$ cat src/rtl/cpu_pkg.sv
// Shared CPU definitions: instruction field layout, opcode constants used by
// the controller, and the fetch-stage state encoding.
package cpu_pkg;

    localparam int INSTR_W = 8;

    // Instruction fields: [7:4] opcode, [3:0] operand
    localparam int OPC_MSB = 7;
    localparam int OPC_LSB = 4;
    localparam int OPR_MSB = 3;
    localparam int OPR_LSB = 0;
    localparam int OPC_W   = OPC_MSB - OPC_LSB + 1;
    localparam int OPR_W   = OPR_MSB - OPR_LSB + 1;

    localparam logic [OPC_W-1:0] OP_NOP  = 4'h0;
    localparam logic [OPC_W-1:0] OP_ADD  = 4'h1;
    localparam logic [OPC_W-1:0] OP_SUB  = 4'h2;
    localparam logic [OPC_W-1:0] OP_AND  = 4'h3;
    localparam logic [OPC_W-1:0] OP_OR   = 4'h4;
    localparam logic [OPC_W-1:0] OP_XOR  = 4'h5;
    localparam logic [OPC_W-1:0] OP_LDI  = 4'h6;
    localparam logic [OPC_W-1:0] OP_MOV  = 4'h7;
    localparam logic [OPC_W-1:0] OP_JMP  = 4'h8;
    localparam logic [OPC_W-1:0] OP_JR   = 4'h9;
    localparam logic [OPC_W-1:0] OP_BZ   = 4'hA;
    localparam logic [OPC_W-1:0] OP_HALT = 4'hF;

    typedef enum logic [1:0] {
        ST_FETCH = 2'd0,
        ST_WAIT  = 2'd1,
        ST_EXEC  = 2'd2
    } fetch_state_e;

endpackage

$ cat src/rtl/pc_next.sv
// Combinational next-PC selection.
//   pc       : current program counter
//   operand  : 4-bit immediate, sign-extended for PC-relative jumps
//   jmp_reg  : absolute jump target from the register file
//   inc_pc   : advance to pc+1
//   load_pc  : take a jump (priority over inc_pc)
//   sel_pc   : jump source, 1 = pc + imm, 0 = jmp_reg
//   next_pc  : selected PC; all arithmetic wraps modulo 2^PC_W
module pc_next
    import cpu_pkg::*;
#(
    parameter int PC_W = 8
) (
    input  logic [PC_W-1:0]  pc,
    input  logic [OPR_W-1:0] operand,
    input  logic [PC_W-1:0]  jmp_reg,
    input  logic             inc_pc,
    input  logic             load_pc,
    input  logic             sel_pc,
    output logic [PC_W-1:0]  next_pc
);

    logic [PC_W-1:0] imm_ext;

    assign imm_ext = PC_W'($signed(operand));

    always_comb begin
        next_pc = pc;
        if (load_pc) begin
            next_pc = sel_pc ? (pc + imm_ext) : jmp_reg;
        end else if (inc_pc) begin
            next_pc = pc + PC_W'(1);
        end
    end

endmodule

$ cat src/rtl/instr_fetch_unit.sv
// Instruction fetch stage: owns PC and IR, fetches one instruction per step
// over a req/ack handshake and applies the controller's PC decisions.
//   Clk, Rst            : clock, synchronous active-high reset
//   IMemAddr/IMemReq    : fetch address (= Pc) and request
//   IMemAck/IMemData    : memory response
//   Opcode/Operand      : IR fields to the controller
//   InstrValid          : high for every EXEC cycle
//   Halted              : EXEC with a HALT opcode
//   LoadIR/IncPC/LoadPC/SelPC/JmpReg : controller next-PC controls
//   Pc                  : current PC for trace
module instr_fetch_unit #(
    parameter int                PC_W     = 8,
    parameter int                INSTR_W  = cpu_pkg::INSTR_W,
    parameter logic [PC_W-1:0]   RESET_PC = '0
) (
    input  logic                       Clk,
    input  logic                       Rst,
    output logic [PC_W-1:0]            IMemAddr,
    output logic                       IMemReq,
    input  logic                       IMemAck,
    input  logic [INSTR_W-1:0]         IMemData,
    output logic [cpu_pkg::OPC_W-1:0]  Opcode,
    output logic [cpu_pkg::OPR_W-1:0]  Operand,
    output logic                       InstrValid,
    output logic                       Halted,
    input  logic                       LoadIR,
    input  logic                       IncPC,
    input  logic                       LoadPC,
    input  logic                       SelPC,
    input  logic [PC_W-1:0]            JmpReg,
    output logic [PC_W-1:0]            Pc
);

    import cpu_pkg::*;

    fetch_state_e         state_q, state_d;
    logic [PC_W-1:0]      pc_q, pc_d, pc_nxt;
    logic [INSTR_W-1:0]   ir_q, ir_d;

    pc_next #(.PC_W(PC_W)) u_pc_next (
        .pc      (pc_q),
        .operand (ir_q[OPR_MSB:OPR_LSB]),
        .jmp_reg (JmpReg),
        .inc_pc  (IncPC),
        .load_pc (LoadPC),
        .sel_pc  (SelPC),
        .next_pc (pc_nxt)
    );

    always_comb begin
        state_d = state_q;
        pc_d    = pc_q;
        ir_d    = ir_q;
        case (state_q)
            ST_FETCH, ST_WAIT: begin
                if (IMemAck) begin
                    ir_d    = IMemData;
                    state_d = ST_EXEC;
                end else begin
                    state_d = ST_WAIT;
                end
            end
            ST_EXEC: begin
                // LoadIR low is the stall/HALT hold: PC and IR frozen
                if (LoadIR) begin
                    pc_d    = pc_nxt;
                    state_d = ST_FETCH;
                end
            end
            default: state_d = ST_FETCH;
        endcase
    end

    always_ff @(posedge Clk) begin
        if (Rst) begin
            state_q <= ST_FETCH;
            pc_q    <= RESET_PC;
            ir_q    <= '0;
        end else begin
            state_q <= state_d;
            pc_q    <= pc_d;
            ir_q    <= ir_d;
        end
    end

    // Request is suppressed while reset is held so an abandoned fetch is
    // visible to memory in the same cycle reset asserts.
    assign IMemReq    = (state_q != ST_EXEC) && !Rst;
    assign IMemAddr   = pc_q;
    assign Pc         = pc_q;
    assign Opcode     = ir_q[OPC_MSB:OPC_LSB];
    assign Operand    = ir_q[OPR_MSB:OPR_LSB];
    assign InstrValid = (state_q == ST_EXEC);
    assign Halted     = InstrValid && (Opcode == OP_HALT);

endmodule

$ cat config.mk
export PLATFORM = sky130hd
export DESIGN_NAME = instr_fetch_unit
export DESIGN_NICKNAME = d
export VERILOG_FILES = /design/src/rtl/cpu_pkg.sv /design/src/rtl/pc_next.sv /design/src/rtl/instr_fetch_unit.sv
export SDC_FILE = /design/constraint.sdc
export NUM_CORES = 1
export LEC_CHECK = 0
export CORE_ASPECT_RATIO = 2
export CORE_UTILIZATION = 45
export CTS_BUF_LIST = sky130_fd_sc_hd__clkbuf_4
export DETAILED_ROUTE_END_ITERATION = 10
export HOLD_SLACK_MARGIN = 0.02
export PLACE_DENSITY = 0.82
export RECOVER_POWER = 50
export SLEW_MARGIN = 15
export SYNTH_ARGS = -nofsm -noshare
export SYNTH_HDL_FRONTEND = slang
export SYNTH_SLANG_ARGS = --single-unit
$ cat constraint.sdc
create_clock -name Clk -period 2.1 [get_ports Clk]
set_input_delay 0.21 -clock Clk [delete_from_list [all_inputs] [get_ports Clk]]
set_output_delay 0.21 -clock Clk [all_outputs]
set_load 0.05 [all_outputs]
==> flow_metrics.tcl <==
set metrics [dict create \
    grt_overflow 0 \
    clockBufferDepth 2 \
    grt_max_degree 22 \
    fin_crit_ns 1.96 \
    cts_tree "done" \
    arrival_ns 1.75 \
    fin_nets 244 \
    worstHoldStart "IMemData[1]" \
    grt_pass1_vias 1282 \
    synth_area_um2 1280 \
    synthTopCellsByArea "dfxtp_1 (28%), ha_1 (7.8%), a21oi_1 (5.8%)" \
    area_delta_synth_final_pct 39.0 \
    endpoint_kind "primary output" \
    setup_viol 0 \
    fin_skew_ns 0.00198 \
    start_kind "flop" \
    hold_viol_final 0 \
    drt_iter0_markers 43 \
    path_max_fanout 5 \
    vdd_drop_max_mv 0.295 \
    antenna_found_initial 0 \
    worstRegToRegCells 8 \
    cts_root_buffer "clkbuf_4" \
    status "completed" \
    num_antenna_cells 0 \
    p_total_w 0.000828 \
    synth_top_area_share 0.280 \
    cts_sinks 18 \
    ios 50 \
    rows 27 \
    synth_flop_cell "dfxtp_1" \
    drive_gt1_frac 0.0664 \
    ys_ff_latch 18 \
    fmax_ghz 0.510 \
    vias 1396 \
    routedWlPerCell_um 14.8 \
    path_cells "nand2b_2 > nor2_1 > clkdlybuf4s50_1" \
    fin_crit_sh 0.935 \
    grt_usage 0.253 \
    wl_um 3550 \
    start_util 0.470 \
    syn-num-nets 200 \
    viasPerCell 5.82 \
    slew_violations 0 \
    gp_congestion 0.867 \
    clk_latency_ns 0.30 \
    cellPowerDensity_nw_per_um2 463 \
    most-common-layout-cells "clkdlybuf4s50_1 (39), nand2_1 (20), dfxtp_1 (17)" \
    yosysTopAreaCell "dfxtp_1" \
    htreeDepth 1 \
    critPathKind "reg2out" \
    holdPathStages 3 \
    clkTransAtPathRegs_ns 0.11 \
    synth_area_per_cell_um2 7.65 \
    hold_path_class "in2reg" \
    syn_inst 168 \
    tightest_slew_ns 0.664 \
    synth.distinct_cells 42 \
    cap_violations 0 \
    cp_slowest_stage_delay_ns 0.80 \
    cp_slowest_cell "clkdlybuf4s50_1" \
    core-area_um2 2740 \
    drc 0 \
    slew_headroom 0.557 \
    die_area_um2 3090 \
    rsz0062_at_grt "false" \
    portBuffers 49 \
    final_common_cell "clkdlybuf4s50_1" \
    ant_nets 0 \
    cts_buffers 3 \
    dr.pass1.iters 4 \
    die_h_um 77.6 \
    startpoint "state_q[0]" \
    p_leak_nw 0.702 \
    yosys_warnings 0 \
    r2r_start "IMemAddr[0]" \
    tns_ns 0 \
    cp.required_ns 1.89 \
    die_w_um 39.8 \
    synth-edff-count 0 \
    grt_pass1_wl_um 5610 \
    dpl.hpwl_um 2770 \
    fill_cells 243 \
    ys_seq_area_frac 0.280 \
    synthArstFlopShare 0 \
]
-- cells by family (layout without fill, tap and decap cells) --
group | after synthesis | after routing | synth area share
compound gates | 52 | 52 | 0.262
xor+xnor | 4 | 4 | 0.0273
fa+ha+maj | 9 | 9 | 0.0935
buf+inv | 21 | 64 | 0.0876
flops | 18 | 18 | 0.280
mux | 1 | 1 | 0.00779
simple gates | 63 | 63 | 0.241
-- layout make-up --
type	instances	area, um2	share of cell area
clock buffers	3	22.5	0.0126
clock inverters	1	3.75	0.00210
inverters	5	20.0	0.0112
multi-input cells	129	815	0.456
flip-flops and latches	18	364	0.204
well taps	29	36.3	0.0203
repair buffers	55	526	0.294
-- worst max-delay path, delay by kind of cell, from the launching register on --
| family | cells | cell delay [ns] |
|---|---|---|
| AND/OR/NAND/NOR | 2 | 0.33 |
| flip-flops | 1 | 0.32 |
| buffers and inverters | 1 | 0.80 |
-- routing by layer --
metal  vias up  global-route usage  part of all wire  wire, um
li1        686                   -                 -         -
met1       656               0.252              0.35      1260
met2        52               0.469              0.58      2060
met3         2              0.0429             0.057       202
met4         0              0.0931            0.0096        34
met5         -                   0                 0         0
-- through the flow --
step,setup slack (ns),instances,hold WS (ns),utilization,cell area [um2]
after floorplan,0.0253,168,0.287,-,1290
after global placement,0.294,236,0.462,0.649,1780
after detailed placement,0.212,236,0.474,0.649,1780
after CTS,0.126,240,0.432,0.658,1800
after global routing,0.0245,240,0.461,0.653,1790
final,0.137,240,0.440,0.653,1790
-- synth_stat cells, types with 2 or more instances --
library cell  count
a211oi_1          4
a21o_1            2
a21oi_1          15
a31oi_1           6
and3_1            2
buf_2             2
buf_4             8
clkbuf_1          6
dfxtp_1          18
ha_1              8
inv_1             4
nand2_1          20
nand2b_1          3
nand3_1           2
nand4_1           2
nor2_1           16
nor2b_1           5
nor3_1            5
o21a_1            3
o21ai_0           9
o21ai_1           2
o31a_1            2
o32ai_1           2
or3_1             2
xnor2_1           3
-- power breakdown --
part           internal (W)  leakage [nW]  total [W]  switching (W)
combinational      0.000108         0.539   0.000265       0.000157
clock             0.0000693        0.0154   0.000189       0.000119
sequential         0.000357         0.148   0.000374      0.0000175
total              0.000534         0.702   0.000828       0.000293
-- path summary, 6_finish.rpt --
check                endpoint  slack [ns]
setup / recovery       Halted        0.14
hold / removal        ir_q[1]        0.44
setup reg to reg  IMemAddr[4]        0.19
hold reg to reg       ir_q[2]        0.48
-- state kept, by name, indices dropped and copies added, names as in the netlist --
| signal | flops |
|---|---|
| IMemAddr | 8 |
| state_q | 2 |
| ir_q | 8 |
-- timing repair --
action / 4_1_cts / 5_1_grt
buffers inserted: 0 / 0
setup endpoints to repair: 0 / 1
hold buffers: 0 / 0
resized for setup: 0 / 2
endpoints found under the hold margin: 0 / 0
Power figures use the tool's default switching activity.
